--- src/rtl/count_seq_monitor.sv ---
// Receive-side checker for a free-running up-counter bus: classifies every value
// change as step, wrap or illegal jump, measures dwell per value and keeps statistics.
module count_seq_monitor #(
    parameter int CNT_W   = 4,
    parameter int PER_W   = 24,
    parameter int TIMEOUT = 1000000
) (
    input  logic             clk_in,
    input  logic             rst,
    input  logic [CNT_W-1:0] count_in,
    input  logic             clr,
    output logic             locked,
    output logic             fault,
    output logic             stall,
    output logic             step_pulse,
    output logic             wrap_pulse,
    output logic             err_pulse,
    output logic [PER_W-1:0] period,
    output logic             period_valid,
    output logic [15:0]      step_count,
    output logic [7:0]       wrap_count,
    output logic [7:0]       err_count
);

    localparam logic [1:0] S_IDLE  = 2'd0;
    localparam logic [1:0] S_ACQ   = 2'd1;
    localparam logic [1:0] S_TRACK = 2'd2;
    localparam logic [1:0] S_FAULT = 2'd3;

    localparam logic [CNT_W-1:0] CNT_MAX  = '1;
    // dwell equals this value on the edge before the TIMEOUT-th unchanged edge
    localparam logic [PER_W-1:0] STALL_AT = PER_W'(TIMEOUT - 1);

    function automatic logic [15:0] sat_inc16(input logic [15:0] v);
        return (v == 16'hFFFF) ? v : v + 16'd1;
    endfunction

    function automatic logic [7:0] sat_inc8(input logic [7:0] v);
        return (v == 8'hFF) ? v : v + 8'd1;
    endfunction

    function automatic logic [PER_W-1:0] sat_inc_per(input logic [PER_W-1:0] v);
        return (v == '1) ? v : v + PER_W'(1);
    endfunction

    logic [1:0]       state;
    logic [CNT_W-1:0] last_q;
    logic [PER_W-1:0] dwell;
    logic [CNT_W-1:0] next_val;
    logic             changed;
    logic             legal;
    logic             is_wrap;

    assign next_val = last_q + CNT_W'(1);
    assign changed  = (count_in != last_q);
    assign legal    = changed && (count_in == next_val);
    assign is_wrap  = legal && (last_q == CNT_MAX);
    assign locked   = (state == S_TRACK);

    always_ff @(posedge clk_in or posedge rst) begin
        if (rst) begin
            state        <= S_IDLE;
            last_q       <= '0;
            dwell        <= '0;
            fault        <= 1'b0;
            stall        <= 1'b0;
            step_pulse   <= 1'b0;
            wrap_pulse   <= 1'b0;
            err_pulse    <= 1'b0;
            period       <= '0;
            period_valid <= 1'b0;
            step_count   <= '0;
            wrap_count   <= '0;
            err_count    <= '0;
        end else begin
            step_pulse   <= 1'b0;
            wrap_pulse   <= 1'b0;
            err_pulse    <= 1'b0;
            period_valid <= 1'b0;

            // clr wins over anything the current edge would otherwise classify
            if (clr) begin
                step_count <= '0;
                wrap_count <= '0;
                err_count  <= '0;
                fault      <= 1'b0;
                stall      <= 1'b0;
                period     <= '0;
                dwell      <= '0;
                last_q     <= count_in;
                state      <= S_ACQ;
            end else begin
                case (state)
                    S_IDLE: begin
                        last_q <= count_in;
                        dwell  <= '0;
                        state  <= S_ACQ;
                    end
                    S_ACQ: begin
                        if (legal) begin
                            step_pulse <= 1'b1;
                            wrap_pulse <= is_wrap;
                            step_count <= sat_inc16(step_count);
                            if (is_wrap) wrap_count <= sat_inc8(wrap_count);
                            last_q     <= count_in;
                            dwell      <= '0;
                            state      <= S_TRACK;
                        end else if (changed) begin
                            err_pulse <= 1'b1;
                            err_count <= sat_inc8(err_count);
                            last_q    <= count_in;
                            dwell     <= '0;
                        end else begin
                            dwell <= sat_inc_per(dwell);
                        end
                    end
                    S_TRACK: begin
                        if (legal) begin
                            step_pulse   <= 1'b1;
                            wrap_pulse   <= is_wrap;
                            step_count   <= sat_inc16(step_count);
                            if (is_wrap) wrap_count <= sat_inc8(wrap_count);
                            period       <= sat_inc_per(dwell);
                            period_valid <= 1'b1;
                            stall        <= 1'b0;
                            last_q       <= count_in;
                            dwell        <= '0;
                        end else if (changed) begin
                            err_pulse <= 1'b1;
                            err_count <= sat_inc8(err_count);
                            fault     <= 1'b1;
                            stall     <= 1'b0;
                            last_q    <= count_in;
                            dwell     <= '0;
                            state     <= S_FAULT;
                        end else begin
                            dwell <= sat_inc_per(dwell);
                            if (dwell == STALL_AT) stall <= 1'b1;
                        end
                    end
                    S_FAULT: begin
                        // follow the bus silently so nothing is flagged until re-acquired
                        last_q <= count_in;
                        dwell  <= '0;
                    end
                    default: state <= S_IDLE;
                endcase
            end
        end
    end

endmodule

--- config.mk ---
export PLATFORM = sky130hd
export DESIGN_NAME = count_seq_monitor
export DESIGN_NICKNAME = d
export VERILOG_FILES = /design/src/rtl/count_seq_monitor.sv
export SDC_FILE = /design/constraint.sdc
export NUM_CORES = 1
export LEC_CHECK = 0
export BUFFER_PORTS_ARGS = -buffer_cell sky130_fd_sc_hd__buf_2
export CORE_ASPECT_RATIO = 1.25
export CORE_MARGIN = 1.5
export CORE_UTILIZATION = 55
export CTS_BUF_LIST = sky130_fd_sc_hd__clkbuf_8
export CTS_CLUSTER_SIZE = 28
export DETAILED_ROUTE_END_ITERATION = 7
export GPL_ROUTABILITY_DRIVEN = 0
export PLACE_DENSITY_LB_ADDON = 0.15
export SLEW_MARGIN = 20
export SYNTH_ARGS = -nofsm -noshare
export SYNTH_HDL_FRONTEND = slang
export SYNTH_SLANG_ARGS = --single-unit
export TNS_END_PERCENT = 100
--- constraint.sdc ---
create_clock -name clk_in -period 3.05 [get_ports clk_in]
set_input_delay 0.305 -clock clk_in [delete_from_list [all_inputs] [get_ports clk_in]]
set_output_delay 0.305 -clock clk_in [all_outputs]
set_load 0.01 [all_outputs]
==> impl.org <==
** Logic synthesis
- In this run, distinct cell masters in the synthesized netlist total 57.
- After technology mapping, the gate count stands at 480.
- #FFs+latches synth :: 92
- Largest area contributor in the synthesized netlist :: dfrtp_1
- Seq/Total Area, Yosys :: 0.477
- Largest cells by area after synthesis :: dfrtp_1, a21oi_1, nand2_1
- Share of cell area taken by muxes after synthesis :: 0.0288
- Net count after synthesis :: 496
- Mean post-synth cell area :: 10.1 um2
- Most common cell in the netlist :: dfrtp_1
- Area share of and/or/nand/nor cells after synthesis :: 0.252
- Share of the synthesized area in the top cell type :: 0.477
- Of the total synthesized cell area, the portion taken by XOR and XNOR cells is 0.0594.
- Count of flip-flops with a built-in enable after synthesis :: 0
- By area, the combinational part of the netlist is dominated by simple AND/OR/NAND/NOR gates.
- Counting flops with an async set or reset pin after synthesis yields a share of 1.00.
- For this run, the number of Yosys warnings is 0.
- Of the total synthesized cell area, the portion taken by full adders, half adders and majority gates is 0.0233.
- Summing every instance area after synthesis gives 4830 um2.
- Compound-Gate Fraction of Synth Area :: 0.132
- Commonest cells in the synthesized netlist :: dfrtp_1, nand2_1, nor2_1
- The most used flip-flop cell after synthesis is dfrtp_1.

** Timing
- Setup slack of the critical path after layout :: 0.681 ns
- Smallest hold slack :: 0.00739 ns
- Aggregate negative setup slack :: 0 ns
- Measured against its own limit, the worst slew margin works out to 0.404.
- Slew at the pin closest to its max-slew limit :: 0.894 ns
- The number of slew-limit violations in the final report is 0.
- Setup violations remaining at the end of the flow were counted as 0.
- The clock arrives with 0.00756 ns of skew.
- Final Hold Fails :: 0
- Setup repair after global routing left no endpoint under its margin.
- Min cycle time layout :: 2.37 ns
- Share of the clock period used by the worst path after layout :: 0.777
- Fmax :: 0.422 GHz

** Setup path
- Capture instance of the worst register-to-register path :: err_count[7]
- Number of buffers and inverters on the critical path :: 1
- The number of cells on the worst reg-to-reg path is 6.
- For this design, the slowest cell found on the critical path is ha_1.
- Data on the critical path arrives at its endpoint at 2.66 ns.
- CP cell instances :: inv_1 > ha_1 > o21ai_1 > or3b_4 > or4_1 > a21oi_1
- Worst reg-to-reg setup slack :: 0.68 ns
- The worst register-to-register path begins at state[0].
- Broken down by cell family, the worst path's largest delay share belongs to simple AND/OR/NAND/NOR gates.
- Slowest stage delay, CP :: 0.50 ns
- Type of destination of the critical path :: flop
- Along the worst path, the maximum fanout reaches 8.
- The worst setup path is of the flop to flop kind.
- For the worst setup path, the data required time is 3.34 ns.
- STA classifies the critical path startpoint as a flop.

** Pwr
- Clk network pwr share :: 0.326
- Of the total power, the share spent switching nets is 0.261.
- Dividing total power by cell area gives a power density of 403 nW/um2.
- Of the total power, combinational logic draws 0.096.
- The worst-case IR drop observed on VDD is 0.272 mV.
- In this run the static leakage power is 2.47 nW.
- The analysis attributes to net switching a power of 0.570 mW.
- Part of the power in registers :: 0.578
- Overall power consumption after layout is estimated at 2.18 mW.
- The internal power of the cells totals 1.61 mW.

** Layout
- The area growth from synthesis to layout is 12.3%.
- In the final design database the tool counted 557 nets.
- Summing all multi-input logic gate instances after layout gives 2390 um2.
- Share of final-layout standard cells stronger than drive strength 1 :: 0.200
- 0 antenna diodes ended up in the layout.
- Once layout is done, the placed cells without fillers occupy 5420 um2.
- Number of standard cells in the final layout excluding fillers :: 664
- Post-Route Utilization :: 0.630
- Count of filler cells inserted in the layout :: 758
- Area used by sequential logic in the layout :: 2300 um2

** Global routing
- Global routing finished with a remaining overflow of 0.
- Met2 Track Usage GR :: 0.409
- In the global route stage, overall resource usage came out at 0.248.
- For this run, global-route usage on met3 was measured as 0.0437.
- Number of antenna violations at the first check in global routing :: 0
- The first global-routing pass estimated 18,200 um of wire.
- Largest net degree at the start of global routing :: 93
- Global-route track usage on met1 :: 0.318
- Most Crowded Layer GR :: met2
- The number of global-route vias before repair came to 3,757.

** Routing
- After detailed routing, the number of vias per cell comes to 5.97.
- After the first detailed-routing iteration, the DRC count stood at 244.
- For this run, design rule violations remaining after detail routing come to 0.
- The detail route stage leaves a number of antenna-violating nets equal to 0.
- Pre-Repair DR Iteration Count :: 4
- Per-cell routed wire length :: 16.4 um
- The detailed router placed 3,967 vias in this run.
- The routed design has 10,900 um of wire.

** Placement
- During placement, the flow inserted port buffers numbering 69.
- Detailed placement ended at an HPWL of 7610 um.
- Setup slack at placement :: 0.703 ns
- Summing all placed instances gives a cell area of 5270 um2.
- After detailed placement, the design holds a cell count of 650.

** Die
- After floorplanning, the core was sized to cover 8610 um2.
- Pin placement for this block handled 70 I/O pins.
- The die is 86.8 um wide.
- Placement row count :: 38
- The die is 108 um tall.
- The die covers 9350 um2.
- For this configuration, the core starts out at a cell density of 0.561.

** Job
- Max Cap Viol :: 0

** Clock tree
- In this run the clock root is driven by a clkbuf_8.
- Count of cells resized by post-cts repair :: 0
- In this run the deepest clock path goes through 2 buffers.
- Clock insertion delay at the later pin of the skew report :: 0.36 ns
- TritonCTS built the clock tree.
- Number of buffers inserted by post-CTS setup repair :: 0
- CTS Buf Count :: 9
- Hold buffers post-CTS :: 0
- CTS saw 92 sinks.
- CTS built an H-tree with a depth of 3.
- Clock-pin slew was measured on the worst setup and hold paths at 0.09 ns.

** Run status
- Status :: finished clean

** Hold path
- Path type of the worst min-delay path :: input port to async pin
-- registers in the layout, summed over array words and instances, names as in the netlist --
name,count
last_q,4
err_pulse,1
step_pulse,1
step_count,16
state,2
period,24
wrap_pulse,1
stall,1
dwell,24
fault,1
wrap_count,8
period_valid,1
err_count,8
-- cells by family (layout without fill, tap and decap cells) --
family / Yosys count / count (layout)
DFF: 92 / 92
and+or+nand+nor: 208 / 208
muxes: 13 / 13
adders and majority gates: 9 / 9
xor gates and xnor gates: 26 / 26
buffers and inverters: 31 / 95
AOI/OAI and AO/OA: 101 / 101
-- cells in the final DEF (no fill, tap or decap), types with 4 or more instances in the layout --
cell,synthesis,layout
nand4_1,18,18
clkinv_2,0,4
mux2i_1,6,6
o31ai_1,15,15
ha_1,9,9
nand2_1,35,35
and4_1,10,10
xor2_1,12,12
nand3_1,26,26
buf_2,7,69
and3_1,9,9
xnor2_1,10,10
dfrtp_1,92,92
o2111ai_1,6,6
inv_1,7,7
nor2_1,33,33
mux2_2,6,6
or3_1,8,8
o21ai_0,26,26
and2_1,4,4
a21oi_1,29,29
nor2b_1,16,16
or4_1,16,16
a22o_1,7,7
nand2b_1,7,7
nor4_1,6,6
clkbuf_8,0,10
-- area by class of cell --
class | instances | area share
flip-flops and latches | 92 | 0.425
multi-input cells | 357 | 0.442
well taps | 120 | 0.0277
clock buffers | 10 | 0.0254
repair buffers | 73 | 0.0715
inverters | 8 | 0.00577
clock inverters | 4 | 0.00346
-- power by group through the flow --
| stage | Sequential [mW] | Clock (mW) | Combinational [mW] |
|---|---|---|---|
| final | 1.26 | 0.713 | 0.209 |
| after global routing | 1.27 | 0.785 | 0.235 |
| after CTS | 1.26 | 0.731 | 0.214 |
| after detailed placement | 1.29 | 0 | 0.213 |
| after global placement | 1.29 | 0 | 0.207 |
| after floorplan | 1.29 | 0 | 0.147 |
-- how the worst max path moves through the flow --
stage | slack, ns | start | endpoint | cells past startpoint
after CTS | 0.68 | state[0] | err_count[7] | 6
final | 0.68 | state[0] | err_count[7] | 6
after floorplan | 0.35 | rst | dwell[0] | 1
after global routing | 0.53 | last_q[0] | period[5] | 8
after global placement | 0.76 | state[0] | err_count[7] | 6
after detailed placement | 0.70 | state[0] | err_count[7] | 6
-- worst register-to-register path: stages, from the launching register on --
cell     delay, ns
dfrtp_1       0.40
inv_1         0.08
ha_1          0.50
o21ai_1       0.27
or3b_4        0.48
or4_1         0.40
a21oi_1       0.17
-- per-layer routing --
metal | vias up | wire length, um
li1 | 1902 | -
met3 | 21 | 353
met1 | 1953 | 4610
met4 | 0 | 251
met5 | - | 0
met2 | 91 | 5700
Note: power is estimated with default switching activity, not from simulation.
